$ cat src/rtl/ide_host_pio.sv
// Host-side ATA PIO engine: one register read/write per request, timed strobes,
// optional status poll that re-reads until BSY (bit 7) clears or the retry budget runs out.
module ide_host_pio #(
  parameter int T_SETUP    = 2,
  parameter int T_ACTIVE   = 6,
  parameter int T_HOLD     = 1,
  parameter int T_RECOVER  = 4,
  parameter int POLL_LIMIT = 1024
) (
  input  logic        clk,
  input  logic        reset,
  input  logic        req,
  input  logic        we,
  input  logic        poll,
  input  logic [4:0]  addr,
  input  logic [15:0] wdata,
  output logic [15:0] rdata,
  output logic        ack,
  output logic        busy,
  output logic        err,
  input  logic [15:0] ide_data_in,
  output logic [15:0] ide_data_out,
  output logic        ide_data_oe,
  output logic        ide_dior,
  output logic        ide_diow,
  output logic [1:0]  ide_cs,
  output logic [2:0]  ide_da
);

  typedef enum logic [2:0] {IDLE, SETUP, ACTIVE, HOLD, RECOVER, DONE} state_t;

  typedef struct packed {
    logic       we;
    logic       poll;
    logic [4:0] addr;
  } pio_req_t;

  // Down-counter reload: a phase lasts cnt+1 clocks, and 0 is stretched to 1.
  function automatic logic [7:0] tcnt(input int p);
    return (p < 1) ? 8'd0 : 8'(p - 1);
  endfunction

  localparam logic [7:0]  C_SETUP   = tcnt(T_SETUP);
  localparam logic [7:0]  C_ACTIVE  = tcnt(T_ACTIVE);
  localparam logic [7:0]  C_HOLD    = tcnt(T_HOLD);
  localparam logic [7:0]  C_RECOVER = tcnt(T_RECOVER);
  localparam logic [15:0] POLL_MAX  = 16'((POLL_LIMIT < 1) ? 1 : POLL_LIMIT);

  state_t     state;
  logic [7:0] cnt;
  pio_req_t   cur;
  logic [15:0] rd_cnt;
  logic       again;
  logic       err_pend;
  logic       accept;

  // DONE also accepts so a held req chains back-to-back without an IDLE bubble.
  assign accept = req && (state == IDLE || state == DONE);

  always_ff @(posedge clk) begin
    if (reset) begin
      state        <= IDLE;
      cnt          <= '0;
      cur          <= '0;
      rd_cnt       <= '0;
      again        <= 1'b0;
      err_pend     <= 1'b0;
      rdata        <= '0;
      ack          <= 1'b0;
      busy         <= 1'b0;
      err          <= 1'b0;
      ide_data_out <= '0;
      ide_data_oe  <= 1'b0;
      ide_dior     <= 1'b1;
      ide_diow     <= 1'b1;
      ide_cs       <= 2'b11;
      ide_da       <= 3'b000;
    end else begin
      ack <= 1'b0;
      unique case (state)
        IDLE: ;
        SETUP:
          if (cnt == 8'd0) begin
            state <= ACTIVE;
            cnt   <= C_ACTIVE;
            if (cur.we) ide_diow <= 1'b0;
            else        ide_dior <= 1'b0;
          end else cnt <= cnt - 8'd1;
        ACTIVE:
          if (cnt == 8'd0) begin
            state    <= HOLD;
            cnt      <= C_HOLD;
            ide_dior <= 1'b1;
            ide_diow <= 1'b1;
            // Sampled on the edge that releases dior, while the device still drives.
            if (!cur.we) begin
              rdata  <= ide_data_in;
              rd_cnt <= rd_cnt + 16'd1;
            end
          end else cnt <= cnt - 8'd1;
        HOLD:
          if (cnt == 8'd0) begin
            state        <= RECOVER;
            cnt          <= C_RECOVER;
            ide_cs       <= 2'b11;
            ide_da       <= 3'b000;
            ide_data_oe  <= 1'b0;
            ide_data_out <= '0;
            again        <= cur.poll && rdata[7] && (rd_cnt <  POLL_MAX);
            err_pend     <= cur.poll && rdata[7] && (rd_cnt >= POLL_MAX);
          end else cnt <= cnt - 8'd1;
        RECOVER:
          if (cnt == 8'd0) begin
            if (again) begin
              state  <= SETUP;
              cnt    <= C_SETUP;
              ide_cs <= cur.addr[4:3];
              ide_da <= cur.addr[2:0];
            end else begin
              state <= DONE;
              ack   <= 1'b1;
              err   <= err_pend;
            end
          end else cnt <= cnt - 8'd1;
        DONE: begin
          state <= IDLE;
          busy  <= 1'b0;
        end
        default: state <= IDLE;
      endcase

      if (accept) begin
        cur          <= '{we: we, poll: poll & ~we, addr: addr};
        state        <= SETUP;
        cnt          <= C_SETUP;
        busy         <= 1'b1;
        err          <= 1'b0;
        rd_cnt       <= '0;
        again        <= 1'b0;
        err_pend     <= 1'b0;
        ide_cs       <= addr[4:3];
        ide_da       <= addr[2:0];
        ide_data_oe  <= we;
        ide_data_out <= we ? wdata : 16'h0000;
      end
    end
  end

endmodule

$ cat config.mk
export PLATFORM = sky130hd
export DESIGN_NAME = ide_host_pio
export DESIGN_NICKNAME = d
export VERILOG_FILES = /design/src/rtl/ide_host_pio.sv
export SDC_FILE = /design/constraint.sdc
export NUM_CORES = 1
export LEC_CHECK = 0
export ABC_AREA = 1
export CORE_UTILIZATION = 40
export CTS_BUF_LIST = sky130_fd_sc_hd__clkbuf_2
export CTS_CLUSTER_SIZE = 40
export DETAILED_ROUTE_END_ITERATION = 8
export PLACE_DENSITY = 0.69
export RECOVER_POWER = 25
export SYNTH_ARGS = -nofsm -noshare
export SYNTH_HDL_FRONTEND = slang
export SYNTH_SLANG_ARGS = --single-unit
$ cat constraint.sdc
create_clock -name clk -period 1.5 [get_ports clk]
set_input_delay 0.375 -clock clk [delete_from_list [all_inputs] [get_ports clk]]
set_output_delay 0.375 -clock clk [all_outputs]
set_load 0.01 [all_outputs]
==> results.yml, run 1 <==
synth:
  syn_nets: 551
  synth_top_family_by_area: "simple AND/OR/NAND/NOR gates"
  synthMuxAreaShare_pct: 0
  synth_top_area_share_pct: 42.6
  synth_simple_gate_area_share_pct: 31.2
  synth-edff-count: 0
  yosys-top-cells-area: "dfxtp_1 (43%), nand2_1 (9.6%), nor2_1 (7.7%), nand3_1 (5.7%), inv_1 (4.9%)"
  synthCells: 505
  syn-mean-instance-area_sq_um: 7.35
  synthAdderAreaFrac_pct: 1.35
  synth_xor_xnor_area_share_pct: 1.89
  ys_ff_latch: 79
  async_flop_share_pct: 0
  syn-cell-area_sq_um: 3710
  synth_compound_area_share_pct: 14.3
  synth-main-ff-cell: "dfxtp_1"
  yosys.area.top_type: "dfxtp_1"
  synth_cell_types: 37
  yosysSeqAreaShare_pct: 42.6
  synth-warning-count: 0
worst_setup_path:
  cp-start-kind: "flip-flop"
  max_stage_delay_ns: 0.38
  crit_slowest_cell: "dfxtp_2"
  arrival_ns: 1.96
  crit_fanout: 6
  rrSetupSlack_ns: -0.04
  critPathMostFrequentCell: "buf_6"
  path_cells: "inv_2 > ha_4 > nand3_4 > nor2_8 > buf_6 > buf_6 > nand2_8 > clkbuf_16 > nand3_2 > o21ai_1"
  path_class: "reg -> reg"
  critPathCaptureType: "flip-flop"
  required_ns: 1.91
place:
  port_buffers: 84
  hpwl_um: 6870
  gp_congestion: 0.841
  dpl-instance-area_sq_um: 4920
die:
  die_w_um: 98.3
  die_y_um: 98.3
  dieArea_sq_um: 9670
  coreArea_sq_um: 8850
  io_pins: 85
  num_rows: 34
  initial_core_util_pct: 41.9
power:
  p_leak_nw: 2.33
  irDropWorstVdd_v: 0.000512
  power_density_nw_per_um2: 865
run_status:
  outcome: "finished with violations"
  violations: "negative setup slack"
clock_network:
  clock_path_buffers: 2
  cts_root_buffer: "clkbuf_2"
  cts_sinks: 79
  cts_tree: "done"
  htreeDepth: 3
  clk_pin_slew_ns: 0.22
  clk_latency_ns: 0.52
  numCtsBuffers: 9
timing:
  maxSlewHeadroom_pct: 70.7
  period_share_pct: 103
  hold_viol_final: 0
  fin_crit_ns: 1.54
  final.setup.tns_ns: -0.510
  clock.fmax_ghz: 0.648
  tightest_slew_ns: 0.436
  grt_setup_unrepaired: "yes"
  setup_ws_ns: -0.0427
  setup_viol: 26
  skew_ns: 0.0229
  slew_violations: 0
finish:
  finalInstanceArea_sq_um: 5600
  antenna_cells: 0
  post-route-util_pct: 63.2
  final_nets: 687
  area_growth_pct: 50.8
  drive_above_1_share_pct: 43.4
routing:
  drc: 0
  drtPass1Iterations: 6
  wirelength_um: 10400
  drt_iter0_markers: 148
  via_per_inst: 5.02
  via_count: 3782
  postRouteAntennaNets: 0
  avgRoutedWirePerCell_um: 13.8
global_route:
  overflow: 0
  grt_pass1_vias: 3689
  grt.total_usage_pct: 20.7
  grt_pass1_wl_um: 16300
  antenna_found_initial: 0
  grt_max_degree: 25
hold_path:
  min_path_type: "in -> reg"
job:
  drv_cap: 0
-- layout make-up --
cell class,count,area [sq um]
clock buffer,10,50.0
clock inverter,5,73.8
sequential,79,1650
inverter,57,226
fill,742,3250
tap,108,135
multi-input combinational,353,2210
timing repair buffer,141,1250
-- cells by family (layout without fill, tap and decap cells) --
| family | count (synthesis) | after routing |
|---|---|---|
| DFF | 79 | 79 |
| xor gates and xnor gates | 8 | 8 |
| and+or+nand+nor | 251 | 251 |
| adders and majority gates | 4 | 4 |
| buffers and inverters | 73 | 213 |
| AOI/OAI and AO/OA | 90 | 90 |
-- stage by stage --
| stage | total power [mW] | setup WS (ns) | instances | hold WS, ns |
|---|---|---|---|---|
| 3_5_place_dp | 3.34 | -0.192 | 720 | 0.439 |
| 6_report | 4.84 | -0.0427 | 753 | 0.360 |
| 5_1_grt | 5.07 | -0.147 | 753 | 0.316 |
| 3_3_place_gp | 3.31 | -0.136 | 720 | 0.433 |
| 2_1_floorplan | 2.87 | 0.0153 | 505 | 0.445 |
| 4_1_cts | 4.71 | -0.0283 | 744 | 0.323 |
-- layer usage --
layer,part of all wire (%),global-route usage (%),up-vias
met5,0,0,-
met2,51,37.8,108
li1,-,-,1896
met1,42,23.4,1754
met3,5.1,5.94,24
met4,2.3,5.74,0
-- layout by cell type, fill, tap and decap left out, types with 14 or more instances in the layout --
cell | Yosys | layout
clkdlybuf4s50_1 | 0 | 41
a21oi_2 | 17 | 21
buf_2 | 3 | 39
o21ai_1 | 19 | 19
nand2_1 | 95 | 84
nand3_2 | 1 | 18
a21oi_1 | 19 | 15
dfxtp_1 | 79 | 31
dfxtp_2 | 0 | 45
nor2_1 | 76 | 53
nand2_2 | 6 | 14
buf_4 | 7 | 41
inv_1 | 48 | 45
nor2_4 | 1 | 16
nand3_1 | 42 | 23
o21ai_0 | 30 | 24
-- critical path, delay by kind of cell, from the launching register on --
family                     cells  cell delay (ns)
buffers and inverters          4             0.53
DFF                            1             0.38
AOI/OAI and AO/OA              1             0.05
and+or+nand+nor                4             0.34
adders and majority gates      1             0.14
-- worst paths after layout --
kind	startpoint	depth (start not counted)	to
worst max-delay path	cnt[0]	10	ide_data_out[14]
worst max register to register	cnt[0]	10	ide_data_out[14]
worst min register to register	ide_dior	2	ide_dior
worst min-delay path	wdata[4]	3	ide_data_out[4]
-- power by group --
part           total, mW  internal, mW  switching, mW
combinational       1.31         0.608          0.699
clock               1.27         0.540          0.733
sequential          2.26          2.20         0.0630
total               4.84          3.35           1.49
-- what timing repair did --
action | 4_1_cts | 5_1_grt
buffers inserted | 7 | 8
gates cloned | 2 | 3
endpoints found under the setup margin | 107 | 76
pin swaps | 6 | 23
resized for setup | 247 | 95
hold buffers | 0 | 0
-- Yosys cell counts, drive strengths merged (3+ instances only) --
cell type	n
a21oi	36
o21ai	49
nand4	5
clkbuf	3
nand3b	4
nand3	44
xnor2	3
ha	4
nand2	104
buf	13
dfxtp	79
xor2	5
nor2	83
inv	57
nor3	9
-- flip-flops by register name, summed over array words and instances (netlist names), 2 cells and up --
| register | cells |
|---|---|
| ide_cs | 2 |
| cnt | 8 |
| state | 3 |
| ide_data_out | 16 |
| rd_cnt | 16 |
| ide_da | 3 |
| cur | 7 |
| rdata | 16 |
No activity file was read; power rests on OpenSTA's default activity.
==> run 2: changes to the inputs <==
- CTS_CLUSTER_DIAMETER: default -> 100
- GPL_ROUTABILITY_DRIVEN: default -> 0
- SETUP_SLACK_MARGIN: default -> 0.1
==> run 2 against run 1 <==
Highest routed layer unchanged. Worst setup slack got worse by 0.035 ns. Utilization grew 5.3 points. Largest power group unchanged. Final cell count increased by 1.9%. Via count up 2.2%. The run still ends with negative setup slack left.
==> results.yml, run 2 (same netlist as run 1, synthesis figures left out) <==
routing:
  via_count: 3867
  drtPass1Iterations: 6
  met1Wirelength_um: 4600
  wirelength_um: 10800
  maxUsedRoutingLayer: "met4"
  drc: 0
  postRouteAntennaNets: 0
  avgRoutedWirePerCell_um: 14.1
  drt_iter0_markers: 150
  wl_met2_um: 5560
  wl_met3_um: 488
  via_per_inst: 5.04
worst_setup_path:
  required_ns: 1.99
  max_stage_delay_ns: 0.38
  path_class: "reg -> reg"
  rrSetupSlack_ns: -0.08
  path_cells: "inv_2 > ha_4 > nand3_4 > nor2_8 > nand2_4 > nor2_4 > buf_12 > nand2_1 > a21oi_1"
  critPathBufInv: 2
  setup.worst_path.start: "cnt[1]"
  cp-start-kind: "flip-flop"
  rr_endpoint: "rd_cnt[2]"
  critPathCaptureType: "flip-flop"
  crit_fanout: 22
  reg2regPathDepth: 9
  r2r-start: "cnt[1]"
  arrival_ns: 2.07
  crit_slowest_cell: "dfxtp_2"
  crit_family: "simple AND/OR/NAND/NOR gates"
timing:
  grt_setup_unrepaired: "yes"
  hold_viol_final: 0
  slew_violations: 0
  period_share_pct: 105
  fin_hold_ws_ns: 0.324
  tightest_slew_ns: 0.300
  skew_ns: 0.0277
  fin_crit_ns: 1.58
  maxSlewHeadroom_pct: 79.8
  setup_viol: 33
  clock.fmax_ghz: 0.634
  setup_ws_ns: -0.0779
place:
  hpwl_um: 6630
  dp_cells: 723
  dpl-instance-area_sq_um: 4970
  port_buffers: 84
clock_network:
  htreeDepth: 3
  clk_latency_ns: 0.56
  cts_tree: "done"
  cts_sinks: 79
  clock_path_buffers: 2
  cts_root_buffer: "clkbuf_2"
  clk_pin_slew_ns: 0.24
  hold_buffers: 0
  numCtsBuffers: 9
run_status:
  outcome: "finished with violations"
  violations: "negative setup slack"
job:
  drv_cap: 0
finish:
  final_nets: 700
  finalInstanceArea_sq_um: 6070
  final_cell_mix: "nand2_1 (74), buf_6 (57), nor2_1 (55)"
  top_regs: "ide_data_out (16), rd_cnt (16), rdata (16)"
  fin_cells: 767
  antenna_cells: 0
  area_growth_pct: 63.6
  drive_above_1_share_pct: 47.5
  layout_commonest_cell: "nand2_1"
global_route:
  grt_pass1_vias: 3669
  grt.total_usage_pct: 20.6
  overflow: 0
  antenna_found_initial: 0
  grt_max_degree: 25
  grt_pass1_wl_um: 16000
die:
  coreArea_sq_um: 8850
  num_rows: 34
  die_w_um: 98.3
  io_pins: 85
  initial_core_util_pct: 41.9
  die_y_um: 98.3
  dieArea_sq_um: 9670
power:
  irDropWorstVdd_v: 0.000508
  p_leak_nw: 2.49
  power_density_nw_per_um2: 825
hold_path:
  min_path_type: "in -> reg"
  min_from: "wdata[10]"
  min_to: "ide_data_out[10]"
  worstHoldPathCells: 3
==> run 2: cell types whose count changed in the layout (fill, tap and decap cells not counted), sizes merged <==
cell,before,now
clkinvlp,0,1
clkinv,3,4
buf,97,109
==> run 2: how the worst max path moves through the flow <==
| stage | end | depth (start not counted) | slack (ns) |
|---|---|---|---|
| 2_1_floorplan | rd_cnt[1] | 10 | 0.12 |
| 3_3_place_gp | cur[6] | 4 | -0.13 |
| 3_5_place_dp | cur[6] | 4 | -0.19 |
| 4_1_cts | ide_data_out[9] | 9 | -0.05 |
| 5_1_grt | rd_cnt[2] | 9 | -0.16 |
| 6_report | rd_cnt[2] | 9 | -0.08 |
==> run 2: final cells by class <==
cell class	instances	area [sq um]
Fill cell	661	2780
Sequential cell	79	1660
Clock inverter	7	97.6
Clock buffer	9	45.0
Multi-Input combinational cell	353	2280
Tap cell	108	135
Inverter	57	236
Timing Repair Buffer	154	1620
==> run 2: power breakdown <==
part | leakage [nW] | internal, mW | total [mW] | switching [mW]
combinational | 1.75 | 0.659 | 1.38 | 0.716
clock | 0.0797 | 0.554 | 1.36 | 0.808
sequential | 0.664 | 2.20 | 2.27 | 0.0733
total | 2.49 | 3.41 | 5.01 | 1.60
==> run 2: timing repair <==
item | 4_1_cts | 5_1_grt
gates cloned | 1 | 5
resized for setup | 328 | 87
pin swaps | 21 | 39
setup endpoints to repair | 111 | 117
endpoints found under the hold margin | 0 | 0
setup buffers | 5 | 18
==> run 2: routing by layer <==
| metal | vias to the layer above | global-route usage, % |
|---|---|---|
| met5 | - | 0 |
| li1 | 1929 | - |
| met4 | 0 | 8.50 |
| met3 | 22 | 5.80 |
| met1 | 1800 | 23.3 |
| met2 | 116 | 36.3 |
==> run 2: tightest hold or removal path, delay by kind of cell <==
kind	cells	cell delay, ns
buf+inv	2	0.44
compound gates	1	0.05
==> run 2: per-stage QoR <==
step | utilization [%] | TNS [ns] | power [mW] | worst slack, ns
final | 68.6 | -0.922 | 5.01 | -0.0779
after global routing | 68.6 | -4.16 | 5.25 | -0.160
after CTS | 61.7 | -1.20 | 4.85 | -0.0544
after detailed placement | 56.1 | -8.01 | 3.38 | -0.190
after global placement | 56.1 | -5.14 | 3.35 | -0.132
after floorplan | - | 0 | 2.89 | 0.118
